==> src/rtl/uart_pkg.sv <==
// Shared UART definitions: parity encodings, RX checker states
// and the data-length clamp used by the parity engine.
package uart_pkg;

    typedef enum logic [1:0] {
        PAR_EVEN  = 2'b00,
        PAR_ODD   = 2'b01,
        PAR_MARK  = 2'b10,
        PAR_SPACE = 2'b11
    } par_type_e;

    typedef enum logic [1:0] {
        RX_IDLE     = 2'b00,
        RX_ACCUM    = 2'b01,
        RX_WAIT_PAR = 2'b10
    } rx_state_e;

    localparam int MIN_DATA_LEN = 5;

    // Out-of-range lengths fall back to the full word.
    function automatic int clamp_len(input int len, input int max_len);
        return (len < MIN_DATA_LEN || len > max_len) ? max_len : len;
    endfunction

endpackage

==> src/rtl/uart_parity_engine_if.sv <==
// Config, TX word and RX bit-stream bundle between the UART FSMs
// and the parity engine.
interface uart_parity_engine_if #(
    parameter int DATA_WIDTH = 8,
    parameter int CNT_WIDTH  = 8
);
    localparam int LEN_WIDTH = $clog2(DATA_WIDTH + 1);

    logic                  par_en;
    logic [1:0]            par_type;
    logic [LEN_WIDTH-1:0]  data_len;
    logic                  data_valid;
    logic [DATA_WIDTH-1:0] parallel_data;
    logic                  par_bit;
    logic                  rx_start;
    logic                  rx_bit_valid;
    logic                  rx_bit;
    logic                  rx_par_valid;
    logic                  rx_par_bit;
    logic                  par_err;
    logic                  rx_busy;
    logic [CNT_WIDTH-1:0]  err_cnt;
    logic                  err_cnt_clr;

    modport master (
        output par_en, par_type, data_len,
        output data_valid, parallel_data,
        output rx_start, rx_bit_valid, rx_bit,
        output rx_par_valid, rx_par_bit,
        output err_cnt_clr,
        input  par_bit, par_err, rx_busy, err_cnt
    );

    modport slave (
        input  par_en, par_type, data_len,
        input  data_valid, parallel_data,
        input  rx_start, rx_bit_valid, rx_bit,
        input  rx_par_valid, rx_par_bit,
        input  err_cnt_clr,
        output par_bit, par_err, rx_busy, err_cnt
    );

endinterface

==> src/rtl/parity_rule.sv <==
// Maps the raw XOR of the data bits to the parity bit
// demanded by the selected parity mode.
module parity_rule
    import uart_pkg::*;
(
    input  logic      raw_xor,
    input  par_type_e par_type,
    output logic      par_out
);

    always_comb begin
        par_out = 1'b0;
        unique case (par_type)
            PAR_EVEN:  par_out = raw_xor;
            PAR_ODD:   par_out = ~raw_xor;
            PAR_MARK:  par_out = 1'b1;
            PAR_SPACE: par_out = 1'b0;
        endcase
    end

endmodule

==> src/rtl/uart_parity_engine.sv <==
// UART parity engine: registered TX parity from a parallel word,
// bit-serial RX parity check with a saturating error counter.
module uart_parity_engine
    import uart_pkg::*;
#(
    parameter int DATA_WIDTH = 8,
    parameter int CNT_WIDTH  = 8
) (
    input logic               clk,
    input logic               reset_n,
    uart_parity_engine_if.slave bus
);

    localparam int LW = $clog2(DATA_WIDTH + 1);
    typedef logic [LW-1:0] len_t;

    len_t                  eff_len;
    logic [DATA_WIDTH-1:0] tx_mask;
    logic                  tx_xor;
    logic                  tx_par;
    logic                  par_bit_q;

    always_comb begin
        eff_len = len_t'(clamp_len(int'(bus.data_len), DATA_WIDTH));
        tx_mask = '0;
        for (int i = 0; i < DATA_WIDTH; i++) begin
            tx_mask[i] = (i < int'(eff_len));
        end
        tx_xor = ^(bus.parallel_data & tx_mask);
    end

    parity_rule u_tx_rule (
        .raw_xor  (tx_xor),
        .par_type (par_type_e'(bus.par_type)),
        .par_out  (tx_par)
    );

    always_ff @(posedge clk or negedge reset_n) begin
        if (!reset_n) begin
            par_bit_q <= 1'b0;
        end else if (bus.par_en && bus.data_valid) begin
            par_bit_q <= tx_par;
        end
    end

    assign bus.par_bit = par_bit_q;

    rx_state_e            state_q, state_d;
    logic                 acc_q, acc_d;
    len_t                 cnt_q, cnt_d;
    len_t                 len_q, len_d;
    par_type_e            ptype_q, ptype_d;
    logic                 pen_q, pen_d;
    logic                 err_d, par_err_q;
    logic                 rx_exp;
    logic                 last_bit;
    logic [CNT_WIDTH-1:0] err_cnt_q;

    assign last_bit = (cnt_q == len_q - 1'b1);

    parity_rule u_rx_rule (
        .raw_xor  (acc_q),
        .par_type (ptype_q),
        .par_out  (rx_exp)
    );

    always_ff @(posedge clk or negedge reset_n) begin
        if (!reset_n) begin
            state_q   <= RX_IDLE;
            acc_q     <= 1'b0;
            cnt_q     <= '0;
            len_q     <= len_t'(DATA_WIDTH);
            ptype_q   <= PAR_EVEN;
            pen_q     <= 1'b0;
            par_err_q <= 1'b0;
        end else begin
            state_q   <= state_d;
            acc_q     <= acc_d;
            cnt_q     <= cnt_d;
            len_q     <= len_d;
            ptype_q   <= ptype_d;
            pen_q     <= pen_d;
            par_err_q <= err_d;
        end
    end

    // A start bit restarts the frame from any state.
    always_comb begin
        state_d = state_q;
        if (bus.rx_start) begin
            state_d = RX_ACCUM;
        end else begin
            case (state_q)
                RX_IDLE: state_d = RX_IDLE;
                RX_ACCUM:
                    if (bus.rx_bit_valid && last_bit)
                        state_d = pen_q ? RX_WAIT_PAR : RX_IDLE;
                RX_WAIT_PAR:
                    if (bus.rx_par_valid)
                        state_d = RX_IDLE;
                default: state_d = RX_IDLE;
            endcase
        end
    end

    always_comb begin
        acc_d   = acc_q;
        cnt_d   = cnt_q;
        len_d   = len_q;
        ptype_d = ptype_q;
        pen_d   = pen_q;
        err_d   = 1'b0;
        if (bus.rx_start) begin
            acc_d   = 1'b0;
            cnt_d   = '0;
            len_d   = eff_len;
            ptype_d = par_type_e'(bus.par_type);
            pen_d   = bus.par_en;
        end else if (state_q == RX_ACCUM && bus.rx_bit_valid) begin
            acc_d = acc_q ^ bus.rx_bit;
            cnt_d = cnt_q + 1'b1;
        end else if (state_q == RX_WAIT_PAR && bus.rx_par_valid) begin
            err_d = (bus.rx_par_bit != rx_exp);
        end
    end

    always_ff @(posedge clk or negedge reset_n) begin
        if (!reset_n) begin
            err_cnt_q <= '0;
        end else if (bus.err_cnt_clr) begin
            err_cnt_q <= '0;
        end else if (par_err_q && err_cnt_q != '1) begin
            err_cnt_q <= err_cnt_q + 1'b1;
        end
    end

    assign bus.par_err = par_err_q;
    assign bus.rx_busy = (state_q != RX_IDLE);
    assign bus.err_cnt = err_cnt_q;

endmodule

==> src/flat_wrapper.sv <==
// flat-port wrapper written by rule: the top's interface ports become plain ports
module uart_parity_engine_flat import uart_pkg::*;
#(
    parameter int DATA_WIDTH = 8,
    parameter int CNT_WIDTH  = 8
)
  (clk, reset_n, bus_par_en, bus_par_type, bus_data_len, bus_data_valid, bus_parallel_data, bus_rx_start, bus_rx_bit_valid, bus_rx_bit, bus_rx_par_valid, bus_rx_par_bit, bus_err_cnt_clr, bus_par_bit, bus_par_err, bus_rx_busy, bus_err_cnt);
  uart_parity_engine_if #(.DATA_WIDTH(DATA_WIDTH), .CNT_WIDTH(CNT_WIDTH)) bus_i ();
  input logic clk;
  input logic reset_n;
  input wire logic [$bits(bus_i.par_en)-1:0] bus_par_en;
  input wire logic [$bits(bus_i.par_type)-1:0] bus_par_type;
  input wire logic [$bits(bus_i.data_len)-1:0] bus_data_len;
  input wire logic [$bits(bus_i.data_valid)-1:0] bus_data_valid;
  input wire logic [$bits(bus_i.parallel_data)-1:0] bus_parallel_data;
  input wire logic [$bits(bus_i.rx_start)-1:0] bus_rx_start;
  input wire logic [$bits(bus_i.rx_bit_valid)-1:0] bus_rx_bit_valid;
  input wire logic [$bits(bus_i.rx_bit)-1:0] bus_rx_bit;
  input wire logic [$bits(bus_i.rx_par_valid)-1:0] bus_rx_par_valid;
  input wire logic [$bits(bus_i.rx_par_bit)-1:0] bus_rx_par_bit;
  input wire logic [$bits(bus_i.err_cnt_clr)-1:0] bus_err_cnt_clr;
  output wire logic [$bits(bus_i.par_bit)-1:0] bus_par_bit;
  output wire logic [$bits(bus_i.par_err)-1:0] bus_par_err;
  output wire logic [$bits(bus_i.rx_busy)-1:0] bus_rx_busy;
  output wire logic [$bits(bus_i.err_cnt)-1:0] bus_err_cnt;
  assign bus_i.par_en = bus_par_en;
  assign bus_i.par_type = bus_par_type;
  assign bus_i.data_len = bus_data_len;
  assign bus_i.data_valid = bus_data_valid;
  assign bus_i.parallel_data = bus_parallel_data;
  assign bus_i.rx_start = bus_rx_start;
  assign bus_i.rx_bit_valid = bus_rx_bit_valid;
  assign bus_i.rx_bit = bus_rx_bit;
  assign bus_i.rx_par_valid = bus_rx_par_valid;
  assign bus_i.rx_par_bit = bus_rx_par_bit;
  assign bus_i.err_cnt_clr = bus_err_cnt_clr;
  assign bus_par_bit = bus_i.par_bit;
  assign bus_par_err = bus_i.par_err;
  assign bus_rx_busy = bus_i.rx_busy;
  assign bus_err_cnt = bus_i.err_cnt;
  uart_parity_engine #(.DATA_WIDTH(DATA_WIDTH), .CNT_WIDTH(CNT_WIDTH)) u_core (.clk(clk), .reset_n(reset_n), .bus(bus_i));
endmodule
==> config.mk <==
export PLATFORM = sky130hd
export DESIGN_NAME = uart_parity_engine_flat
export DESIGN_NICKNAME = d
export VERILOG_FILES = /design/src/rtl/uart_pkg.sv /design/src/rtl/uart_parity_engine_if.sv /design/src/rtl/parity_rule.sv /design/src/rtl/uart_parity_engine.sv /design/src/flat_wrapper.sv
export SDC_FILE = /design/constraint.sdc
export NUM_CORES = 1
export LEC_CHECK = 0
export CAP_MARGIN = 20
export CELL_PAD_IN_SITES_DETAIL_PLACEMENT = 1
export CELL_PAD_IN_SITES_GLOBAL_PLACEMENT = 1
export CORE_AREA = 2 2 63 65
export CTS_BUF_LIST = sky130_fd_sc_hd__clkbuf_8
export DETAILED_ROUTE_END_ITERATION = 8
export DIE_AREA = 0 0 65 67
export GPL_TIMING_DRIVEN = 0
export PLACE_DENSITY_LB_ADDON = 0.1
export SYNTH_ARGS = -nofsm -noshare
export SYNTH_HDL_FRONTEND = slang
export SYNTH_SLANG_ARGS = --single-unit
==> constraint.sdc <==
create_clock -name clk -period 2.1 [get_ports clk]
set_clock_uncertainty 0.2 [all_clocks]
set_input_delay 0.42 -clock clk [delete_from_list [all_inputs] [get_ports clk]]
set_output_delay 0.42 -clock clk [all_outputs]
set_load 0.05 [all_outputs]
==> summary.md <==
| Metric | Value |
|---|---|
| Crit path largest cell delay | `420 ps` |
| Xor/xnor share of the synthesized area | `16.7%` |
| Drt wl/cell | `~14 um` |
| Slowest cell on crit path | `dlygate4sd2_1` |
| CTS Buf Count | `3` |
| Lkg Pwr | `about 0.79 nW` |
| Critical R2R Launch | `u_core.len_q[0]` |
| Most common cell after layout, fill and taps aside | `dfrtp_1` |
| Final setup violation count | `0` |
| Syn Area/Cell | `9.92 um2` |
| CTS HTree Levels | `1` |
| CTS max path bufs | `2` |
| First-pass GRT wire length | `5020 um` |
| Post-Route WL | `2970 um` |
| Cts hold-fix bufs | `0` |
| Setup Buffers After CTS | `0` |
| Pre-CTS WS | `-163 ps` |
| Final Hold Violating Endpoints | `0` |
| Startpoint types | `flip-flop` |
| Share of layout cells above drive strength 1 | `6.59%` |
| Final period util | `a little over nine tenths` |
| Hold_ws | `184 ps` |
| # IOs | `35` |
| Share of the yosys chip area belonging to registers | `46.7%` |
| Residual DRC | `0` |
| Max-slew violations | `0` |
| CTS sink cnt | `24` |
| Post-Synth Adder-Cell Area | `2.91%` |
| Hpwl dp | `about 2300 um` |
| Core Footprint | `0.00361 mm2` |
| GRT Residual Overflow | `0` |
| Status | `finished clean` |
| Clk slew on worst S/H paths | `90 ps` |
| DIE HEIGHT | `~67 um` |
| Initial Utilization | `35.8%` |
| DRT iter0 DRCs | `28` |
| Synthesized area | `0.00129 mm2` |
| Worst path arrival time | `1390 ps` |
| Row count | `22` |
| Max Cap Viol | `0` |
| Crit Path Class | `reg2out` |
| HP Class | `in2async` |
| Initial antenna violation count | `0` |
| Maximum clock rate | `498 MHz` |
| Fin nets | `195` |
| Drt pass-1 iters | `3` |
| Vias in the first global route | `1096` |
| Via density per instance | `4.85` |
| Die Width | `65 um` |
| Cells on worst reg2reg path | `7` |
| RSZ-0062 raised after global routing | `no` |
| Mapped Cells | `130` |
| Synth Area in Compound Gates | `8.44%` |
| Mapped Nets | `between 150 and 200` |
| Worst-Skew Late Latency | `270 ps` |
| R2R Path End | `u_core.state_q[0]` |
| Ys async rst share | `100%` |
| Commonest non-fill, non-tap cells in the layout | `23 x dfrtp_1, 21 x clkdlybuf4s50_1, 18 x nor2_1` |
| Synthesis-to-layout area growth | `36.8%` |
| Post-synth EDFFs | `0` |
| Largest family of logic cells by synthesized area | `simple AND/OR/NAND/NOR gates` |
| VDD IR max | `0.479 mV` |
| Buffers on Ports | `32` |
| Worst slew pin tran | `499 ps` |
| Placer Congestion | `~0.7` |
| Relative slew slack | `about two thirds` |
| Vias | `1043` |
| CTS tree | `yes` |
| Total track usage | `15.0%` |
| Crit path cell chain | `or2_2, dlygate4sd2_1` |
| Largest net degree at the start of global routing | `25` |
| Clock root buffer | `clkbuf_8` |
| Synth cell types | `32` |
| CP top delay family | `buffers and inverters` |
| Yosys reg bits | `24` |
| Top FF cell, synth | `dfrtp_1` |
| Worst R2R Setup Slack | `about 260 ps` |
| Worst EP required | `1480 ps` |
| Post-Synth Simple-Gate Area | `16.7%` |
| Die area | `approximately 0.0044 mm2` |
| Largest fanout on the critical path | `3` |
| Mux contribution to synthesized area | `5.72%` |
| Yosys warns | `0` |
| CP bufs+invs | `1` |
| Final setup margin | `93.2 ps` |
| Final ANT Viol Nets | `0` |
| Antenna cells | `0` |
| Crit end category | `output port` |
| Pwr/cell area | `661 mW/mm2` |
| Tmin final | `approximately 2000 ps` |
| CP Depth | `2` |
==> registers in the layout (all words and copies together), names as in the netlist <==
name / flops
u_core.acc_q: 1
u_core.bus.par_bit: 1
u_core.bus.par_err: 1
u_core.ptype_q: 2
u_core.pen_q: 1
u_core.len_q: 4
u_core.state_q: 2
u_core.bus.err_cnt: 8
u_core.cnt_q: 4
==> what timing repair did <==
item,4_1_cts,5_1_grt
endpoints found under the setup margin,10,2
hold endpoints to repair,0,0
resized for setup,10,2
==> kinds of logic after synthesis <==
logic type	Yosys count
fa+ha+maj	3
xor+xnor	23
buf+inv	10
mux	7
simple gates	45
compound gates	18
flops	24
==> through the flow <==
| stage | util (%) | cells | power, mW | TNS, ps | cell area [um2] |
|---|---|---|---|---|---|
| final | 48.9 | 215 | 1.17 | 0 | 1760 |
| after detailed placement | 46.3 | 210 | 0.767 | -163 | 1670 |
| after global placement | 46.3 | 210 | 0.759 | -122 | 1670 |
| after CTS | 48.0 | 214 | 1.18 | 0 | 1730 |
| after global routing | 48.9 | 215 | 1.22 | 0 | 1760 |
| after floorplan | - | 130 | 0.669 | 0 | 1290 |
==> layout make-up <==
type / count / area (um2)
Buffer: 4 / 15.0
Clock buffer: 3 / 41.3
Clock inverter: 1 / 30.0
Fill cell: 405 / 1840
Inverter: 6 / 22.5
Multi-Input combinational cell: 96 / 656
Sequential cell: 24 / 602
Tap cell: 48 / 60.1
Timing Repair Buffer: 33 / 338
==> cells in the mapped netlist, types with 2 or more instances <==
| cell | instances | area share, % |
|---|---|---|
| nand4_1 | 2 | 0.97 |
| xor2_1 | 9 | 6.1 |
| a21oi_1 | 4 | 1.6 |
| clkbuf_1 | 3 | 0.87 |
| nand2_1 | 6 | 1.7 |
| xnor2_1 | 13 | 8.8 |
| nor2_1 | 18 | 5.2 |
| a211oi_1 | 2 | 1.2 |
| dfrtp_1 | 23 | 45 |
| nor2b_1 | 2 | 0.97 |
| nand3_1 | 6 | 2.3 |
| nand2b_1 | 2 | 0.97 |
| mux2_2 | 3 | 2.6 |
| nor3_1 | 2 | 0.78 |
| a31oi_1 | 2 | 0.97 |
| o21ai_0 | 6 | 2.3 |
| inv_1 | 6 | 1.7 |
| mux2i_1 | 4 | 3.1 |
| and3_1 | 2 | 0.97 |
| ha_1 | 3 | 2.9 |
==> power breakdown <==
group	switching, mW	leakage, nW	total, mW	internal [mW]
Clock	0.151	0.0357	0.406	0.255
Sequential	0.0217	0.314	0.512	0.490
Combinational	0.120	0.442	0.249	0.129
Total	0.293	0.792	1.17	0.874
==> worst max path at each step <==
| stage | start | slack (ps) | endpoint |
|---|---|---|---|
| 2_1_floorplan | u_core.bus.err_cnt[3] | 200 | u_core.bus.err_cnt[1] |
| 4_1_cts | u_core.bus.par_bit | 10 | bus_par_bit |
| 3_5_place_dp | bus_parallel_data[3] | -160 | u_core.bus.par_bit |
| 5_1_grt | u_core.state_q[1] | 30 | bus_rx_busy |
| 3_3_place_gp | bus_parallel_data[1] | -120 | u_core.bus.par_bit |
| 6_report | u_core.state_q[1] | 90 | bus_rx_busy |
==> metal layers <==
| layer | vias to the layer above | routed length [um] | track usage, % |
|---|---|---|---|
| met5 | - | 0 | 0 |
| met4 | 0 | 17 | 3.19 |
| met3 | 2 | 108 | 3.21 |
| met2 | 16 | 1480 | 24.9 |
| met1 | 515 | 1370 | 20.1 |
| li1 | 510 | - | - |
No activity file was read; power rests on OpenSTA's default activity.
